## src/rtl/dsram_req_ctrl_pkg.sv

```systemverilog
// Shared encodings for the data-SRAM request controller: access sizes,
// controller states and the registered request bundle.
package dsram_req_ctrl_pkg;

  localparam logic [1:0] SZ_BYTE = 2'd0;
  localparam logic [1:0] SZ_HALF = 2'd1;
  localparam logic [1:0] SZ_WORD = 2'd2;

  localparam int DSRAM_REQ_WD = 71;

  typedef enum logic {
    DRC_IDLE = 1'b0,
    DRC_REQ  = 1'b1
  } drc_state_e;

  // Field order gives wr + size + addr + wstrb + wdata = DSRAM_REQ_WD bits.
  typedef struct packed {
    logic        wr;
    logic [1:0]  size;
    logic [31:0] addr;
    logic [3:0]  wstrb;
    logic [31:0] wdata;
  } dsram_req_t;

endpackage

```

## src/rtl/dsram_req_ctrl_resp_fifo.sv

```systemverilog
// Circular buffer holding returned SRAM data until MEM takes it.
// A clear drops every entry and overrides a same-cycle push or pop.
module dsram_resp_fifo #(
  parameter int DEPTH = 2,
  parameter int CNT_W = 2
) (
  input  logic             i_clk,
  input  logic             i_reset,
  input  logic             i_clear,
  input  logic             i_push,
  input  logic             i_pop,
  input  logic [31:0]      i_wdata,
  output logic [31:0]      o_rdata,
  output logic [CNT_W-1:0] o_count,
  output logic             o_full,
  output logic             o_empty
);

  localparam int PTR_W = (DEPTH > 1) ? $clog2(DEPTH) : 1;

  logic [31:0]      r_mem [DEPTH];
  logic [PTR_W-1:0] r_wr_ptr;
  logic [PTR_W-1:0] r_rd_ptr;
  logic [CNT_W-1:0] r_count;
  logic             w_do_push;
  logic             w_do_pop;

  function automatic logic [PTR_W-1:0] ptr_inc(input logic [PTR_W-1:0] ptr);
    return (ptr == PTR_W'(DEPTH - 1)) ? '0 : ptr + PTR_W'(1);
  endfunction

  assign o_full    = (r_count == CNT_W'(DEPTH));
  assign o_empty   = (r_count == '0);
  assign w_do_pop  = i_pop & !o_empty;
  assign w_do_push = i_push & (!o_full | w_do_pop);

  always_ff @(posedge i_clk) begin
    if (i_reset || i_clear) begin
      r_wr_ptr <= '0;
      r_rd_ptr <= '0;
      r_count  <= '0;
    end else begin
      if (w_do_push) r_wr_ptr <= ptr_inc(r_wr_ptr);
      if (w_do_pop)  r_rd_ptr <= ptr_inc(r_rd_ptr);
      r_count <= r_count + CNT_W'(w_do_push) - CNT_W'(w_do_pop);
    end
  end

  always_ff @(posedge i_clk) begin
    if (w_do_push && !i_clear && !i_reset) r_mem[r_wr_ptr] <= i_wdata;
  end

  assign o_rdata = r_mem[r_rd_ptr];
  assign o_count = r_count;

endmodule

```

## src/rtl/dsram_req_ctrl.sv

```systemverilog
// Data-SRAM request controller between EX and MEM: holds one request until
// addr_ok, tracks outstanding accesses and buffers responses for MEM.
//
// state    | meaning
// DRC_IDLE | no request held; may accept a new access from EX
// DRC_REQ  | request registered and driven on the port until addr_ok/flush
module dsram_req_ctrl
  import dsram_req_ctrl_pkg::*;
#(
  parameter int RESP_DEPTH = 2,
  parameter int CNT_W      = 2
) (
  input  logic        i_clk,
  input  logic        i_reset,
  input  logic        i_es_req_valid,
  input  logic        i_es_req_wr,
  input  logic [1:0]  i_es_req_size,
  input  logic [31:0] i_es_req_addr,
  input  logic [3:0]  i_es_req_wstrb,
  input  logic [31:0] i_es_req_wdata,
  output logic        o_es_req_ready,
  input  logic        i_flush,
  output logic        o_data_sram_req,
  output logic        o_data_sram_wr,
  output logic [1:0]  o_data_sram_size,
  output logic [31:0] o_data_sram_addr,
  output logic [3:0]  o_data_sram_wstrb,
  output logic [31:0] o_data_sram_wdata,
  input  logic        i_data_sram_addr_ok,
  input  logic        i_data_sram_data_ok,
  input  logic [31:0] i_data_sram_rdata,
  output logic        o_ms_resp_valid,
  output logic [31:0] o_ms_resp_rdata,
  input  logic        i_ms_resp_ready,
  output logic        o_busy
);

  drc_state_e       r_state;
  drc_state_e       w_state_nxt;
  dsram_req_t       r_req;
  logic [CNT_W-1:0] r_live_cnt;
  logic [CNT_W-1:0] r_cancel_cnt;
  logic [CNT_W-1:0] w_fifo_cnt;
  logic [CNT_W:0]   w_pending;
  logic             w_fifo_full;
  logic             w_fifo_empty;
  logic             w_accept;
  logic             w_addr_acc;
  logic             w_data_ok_live;
  logic             w_data_ok_cancel;
  logic             w_push;
  logic             w_pop;

  assign w_pending        = {1'b0, r_live_cnt} + {1'b0, w_fifo_cnt};
  assign w_accept         = i_es_req_valid & o_es_req_ready;
  assign w_addr_acc       = o_data_sram_req & i_data_sram_addr_ok;
  // Responses are in order, so older cancelled accesses always return first.
  assign w_data_ok_cancel = i_data_sram_data_ok & (r_cancel_cnt != '0);
  assign w_data_ok_live   = i_data_sram_data_ok & (r_cancel_cnt == '0);
  assign w_push           = w_data_ok_live & !i_flush;
  assign w_pop            = o_ms_resp_valid & i_ms_resp_ready;

  always_ff @(posedge i_clk) begin
    if (i_reset) r_state <= DRC_IDLE;
    else         r_state <= w_state_nxt;
  end

  always_comb begin
    w_state_nxt    = r_state;
    o_es_req_ready = 1'b0;
    case (r_state)
      DRC_IDLE: begin
        o_es_req_ready = !i_reset && !i_flush && !w_fifo_full &&
                         (w_pending < (CNT_W+1)'(RESP_DEPTH));
        if (i_es_req_valid && o_es_req_ready) w_state_nxt = DRC_REQ;
      end
      DRC_REQ: begin
        if (i_data_sram_addr_ok || i_flush) w_state_nxt = DRC_IDLE;
      end
      default: w_state_nxt = DRC_IDLE;
    endcase
  end

  always_ff @(posedge i_clk) begin
    if (i_reset) begin
      r_req <= '0;
    end else if (w_accept) begin
      r_req <= '{wr: i_es_req_wr, size: i_es_req_size, addr: i_es_req_addr,
                 wstrb: i_es_req_wstrb, wdata: i_es_req_wdata};
    end
  end

  // On flush every live access, including one accepted this cycle, becomes cancelled.
  always_ff @(posedge i_clk) begin
    if (i_reset) begin
      r_live_cnt   <= '0;
      r_cancel_cnt <= '0;
    end else if (i_flush) begin
      r_live_cnt   <= '0;
      r_cancel_cnt <= CNT_W'({1'b0, r_cancel_cnt} + {1'b0, r_live_cnt}
                             + (CNT_W+1)'(w_addr_acc)
                             - (CNT_W+1)'(i_data_sram_data_ok));
    end else begin
      r_live_cnt   <= r_live_cnt + CNT_W'(w_addr_acc) - CNT_W'(w_data_ok_live);
      r_cancel_cnt <= r_cancel_cnt - CNT_W'(w_data_ok_cancel);
    end
  end

  dsram_resp_fifo #(
    .DEPTH (RESP_DEPTH),
    .CNT_W (CNT_W)
  ) u_fifo (
    .i_clk   (i_clk),
    .i_reset (i_reset),
    .i_clear (i_flush),
    .i_push  (w_push),
    .i_pop   (w_pop),
    .i_wdata (i_data_sram_rdata),
    .o_rdata (o_ms_resp_rdata),
    .o_count (w_fifo_cnt),
    .o_full  (w_fifo_full),
    .o_empty (w_fifo_empty)
  );

  assign o_data_sram_req   = (r_state == DRC_REQ) & !i_reset;
  assign o_data_sram_wr    = r_req.wr;
  assign o_data_sram_size  = r_req.size;
  assign o_data_sram_addr  = r_req.addr;
  assign o_data_sram_wstrb = r_req.wstrb;
  assign o_data_sram_wdata = r_req.wdata;
  assign o_ms_resp_valid   = !w_fifo_empty & !i_reset;
  assign o_busy            = (r_state == DRC_REQ) | (r_live_cnt != '0) |
                             (r_cancel_cnt != '0);

endmodule

```

## config.mk

```make
export PLATFORM = sky130hd
export DESIGN_NAME = dsram_req_ctrl
export DESIGN_NICKNAME = d
export VERILOG_FILES = /design/src/rtl/dsram_req_ctrl_pkg.sv /design/src/rtl/dsram_req_ctrl_resp_fifo.sv /design/src/rtl/dsram_req_ctrl.sv
export SDC_FILE = /design/constraint.sdc
export NUM_CORES = 1
export LEC_CHECK = 0
export BUFFER_PORTS_ARGS = -buffer_cell sky130_fd_sc_hd__buf_2
export CORE_ASPECT_RATIO = 1.75
export CORE_MARGIN = 2
export CORE_UTILIZATION = 49
export CTS_CLUSTER_DIAMETER = 200
export DETAILED_ROUTE_END_ITERATION = 6
export PLACE_DENSITY = 0.89
export SLEW_MARGIN = 10
export SYNTH_ARGS = -nofsm -noshare
export SYNTH_HDL_FRONTEND = slang
export SYNTH_SLANG_ARGS = --single-unit
```

## constraint.sdc

```tcl
create_clock -name i_clk -period 5.42 [get_ports i_clk]
set_clock_uncertainty 0.15 [all_clocks]
set_input_delay 1.084 -clock i_clk [delete_from_list [all_inputs] [get_ports i_clk]]
set_output_delay 1.084 -clock i_clk [all_outputs]
set_load 0.05 [all_outputs]
```

==> results.yml <==
status:
  status: "finished clean"
yosys:
  synth_warnings: 0
  yosys-top-cells-area: "edfxtp_1 32%, dfxtp_1 27%, a21oi_2 10%, nand2_2 7.4%, mux2_2 5.7%"
  synth_cells: 478
  synth_ff_type: "dfxtp_1"
  ys_types: 37
  syn_area_mm2: 0.00594
  ys_seq_area_share_pct: 59.6
  synth_top_area_share_pct: 32.3
  synth-edff-count: 64
  syn-num-nets: 595
  synth_area_leader_cell: "edfxtp_1"
  async_flop_share_pct: 0
  ys_seq_elements: 145
  syn_area_per_cell_um2: 12.4
place:
  dp_worst_setup_slack_ps: 2250
  place.detailed.hpwl_um: 9190
  gp_congestion: 0.801
  numPortBuffers: 216
floorplan:
  coreArea_mm2: 0.0119
  die-area_mm2: 0.0131
  pin_count: 217
  start_util_pct: 49.8
  std_cell_rows: 53
  die_w_um: 87.2
  die_h_um: 150
critical_path:
  reg2reg_to: "o_data_sram_addr[15]"
  reg2reg_depth: 7
  cp-endpoint: "o_es_req_ready"
  crit_chain: "inv_1 > nor2_1 > fa_1 > nor3_4 > and3_1 > buf_2"
  cpMaxStageDelayCell: "fa_1"
  path_class: "reg -> out"
  reg2reg_slack_ps: 2520
  start_kind: "flop"
  timing.rr.start: "r_live_cnt[0]"
  startpoint: "r_live_cnt[0]"
  critPathCaptureType: "output port"
  critPathMaxStageDelay_ps: 460
  critPathRequiredTime_ps: 4190
  crit_fanout: 3
  arrival_ps: 2150
clock_tree:
  hold_buffers: 0
  postCtsSetupRepairBufs: 0
  h-tree-depth: 4
  clock_latency_ps: 410
  ctsResizeCount: 0
  cts_tree: "done"
  clockRootBuffer: "clkbuf_16"
  cts.sinks: 145
  cts_inserted_buffers: 17
  cts.path.max_buffers: 2
  clk_pin_slew_worst_paths_ps: 60
layout:
  antenna_cells: 0
  layout_common_cells: "215 x buf_2, 81 x dfxtp_1, 74 x nand2_1, 70 x nand2_2, 70 x a21oi_2"
  final_common_cell: "buf_2"
  fillCellCount: 908
  fin_nets: 805
  area_growth_pct: 28.2
  drive_gt1_share_pct: 61.5
grt:
  grt_pass1_vias: 4401
  gr-total-overflow: 0
  grt_pass1_wl_um: 20200
  antenna_found_initial: 1
  grt_use_total_pct: 19.9
  grt_max_degree: 73
timing:
  period_needed_ps: 3380
  timing.hold.ws_ps: 307
  fin_tns_setup_ps: 0
  setup_ws_ps: 2040
  setup_viol: 0
  max_slew.worst_pin.slew_ps: 1180
  hold_violations: 0
  slew_headroom_pct: 21.4
  rsz0062_at_grt: "false"
  slew_viol_final: 0
  post-route-period-util_pct: 62.4
  max_freq_mhz: 296
drt:
  wl_um: 13000
  drtAntennaViolNets: 0
  vias: 4195
  first_pass_iters: 4
  viasPerCell: 5.01
  drc: 0
  wl_per_cell_um: 15.5
  drtIter0Drc: 149
min_path:
  hp-class: "reg -> reg"
power:
  power_density_mw_per_mm2: 362
  vdd_drop_max_mv: 0.217
  leakage_uw: 0.00307
job:
  drv_cap: 0
-- worst min-delay path by stage --
stage	start	endpoint	slack [ps]	cells after the start
3_3_place_gp	o_data_sram_addr[14]	o_data_sram_addr[14]	300	2
5_1_grt	o_data_sram_addr[11]	o_data_sram_addr[11]	320	2
4_1_cts	o_data_sram_addr[14]	o_data_sram_addr[14]	310	2
2_1_floorplan	u_fifo.r_rd_ptr	flop	330	2
6_report	o_data_sram_addr[14]	o_data_sram_addr[14]	310	2
3_5_place_dp	o_data_sram_addr[14]	o_data_sram_addr[14]	300	2
-- stage by stage --
stage	area, µm²	std cells	power, µW	utilization, %
CTS	7620	838	2790	63.8
global route	7620	838	2860	63.8
floorplan	5940	478	1470	-
finish	7620	838	2760	63.8
global placement	6990	806	1550	58.6
detailed placement	6990	806	1560	58.6
-- report_power, final --
group,internal [µW],switching (µW)
logic,107,236
clock network,740,479
registers,1180,17.3
total,2020,732
-- layer usage --
layer  global-route usage (%)  part of all wire, %
met1                     21.3                   37
met2                     34.8                   54
met3                     7.00                  7.1
met4                     8.15                  2.0
met5                        0                 0.12
-- cells in the mapped netlist, types with 2 or more instances --
cell      count
inv_1         6
and2_1        2
ha_1          5
dfxtp_1      81
nand2_2      70
nor2_1       10
fa_1          2
nand2_1      74
buf_1         2
buf_12        8
clkbuf_1     14
nor2b_1       4
xor2_1        3
mux2_1        2
a21oi_2      70
nor2_2        2
mux2_2       30
xnor2_1       4
buf_2         4
edfxtp_1     64
nor3_1        2
a21oi_1       4
-- worst max-delay path: cells and delay by family (launching register included) --
kind	cells	cell delay, ps
adders and majority gates	1	460
buffers and inverters	2	360
DFF	1	360
and+or+nand+nor	3	560
-- sequential cells by signal, summed over array words and instances (netlist names), named ones only --
| register | cells |
|---|---|
| r_live_cnt | 2 |
| o_data_sram_addr | 32 |
| o_data_sram_wstrb | 4 |
| o_data_sram_wr | 1 |
| u_fifo.o_count | 2 |
| r_state | 1 |
| u_fifo.r_mem | 64 |
| o_data_sram_size | 2 |
| u_fifo.r_wr_ptr | 1 |
| u_fifo.r_rd_ptr | 1 |
| r_cancel_cnt | 2 |
| o_data_sram_wdata | 32 |
-- cell families after synthesis --
family | share of synthesized area, %
buffers and inverters | 4.61
DFF | 59.6
AOI/OAI and AO/OA | 11.3
adders and majority gates | 1.73
muxes | 6.06
xor gates and xnor gates | 1.43
and+or+nand+nor | 15.2
-- final cells by class --
| type | instances | area, µm² | area share [%] |
|---|---|---|---|
| timing repair buffer | 220 | 1110 | 14.6 |
| inverter | 6 | 22.5 | 0.296 |
| tap | 137 | 171 | 2.25 |
| sequential | 145 | 3540 | 46.5 |
| clock inverter | 15 | 198 | 2.60 |
| clock buffer | 17 | 425 | 5.58 |
| multi-input combinational | 298 | 2140 | 28.1 |
Power figures use the tool's default switching activity.
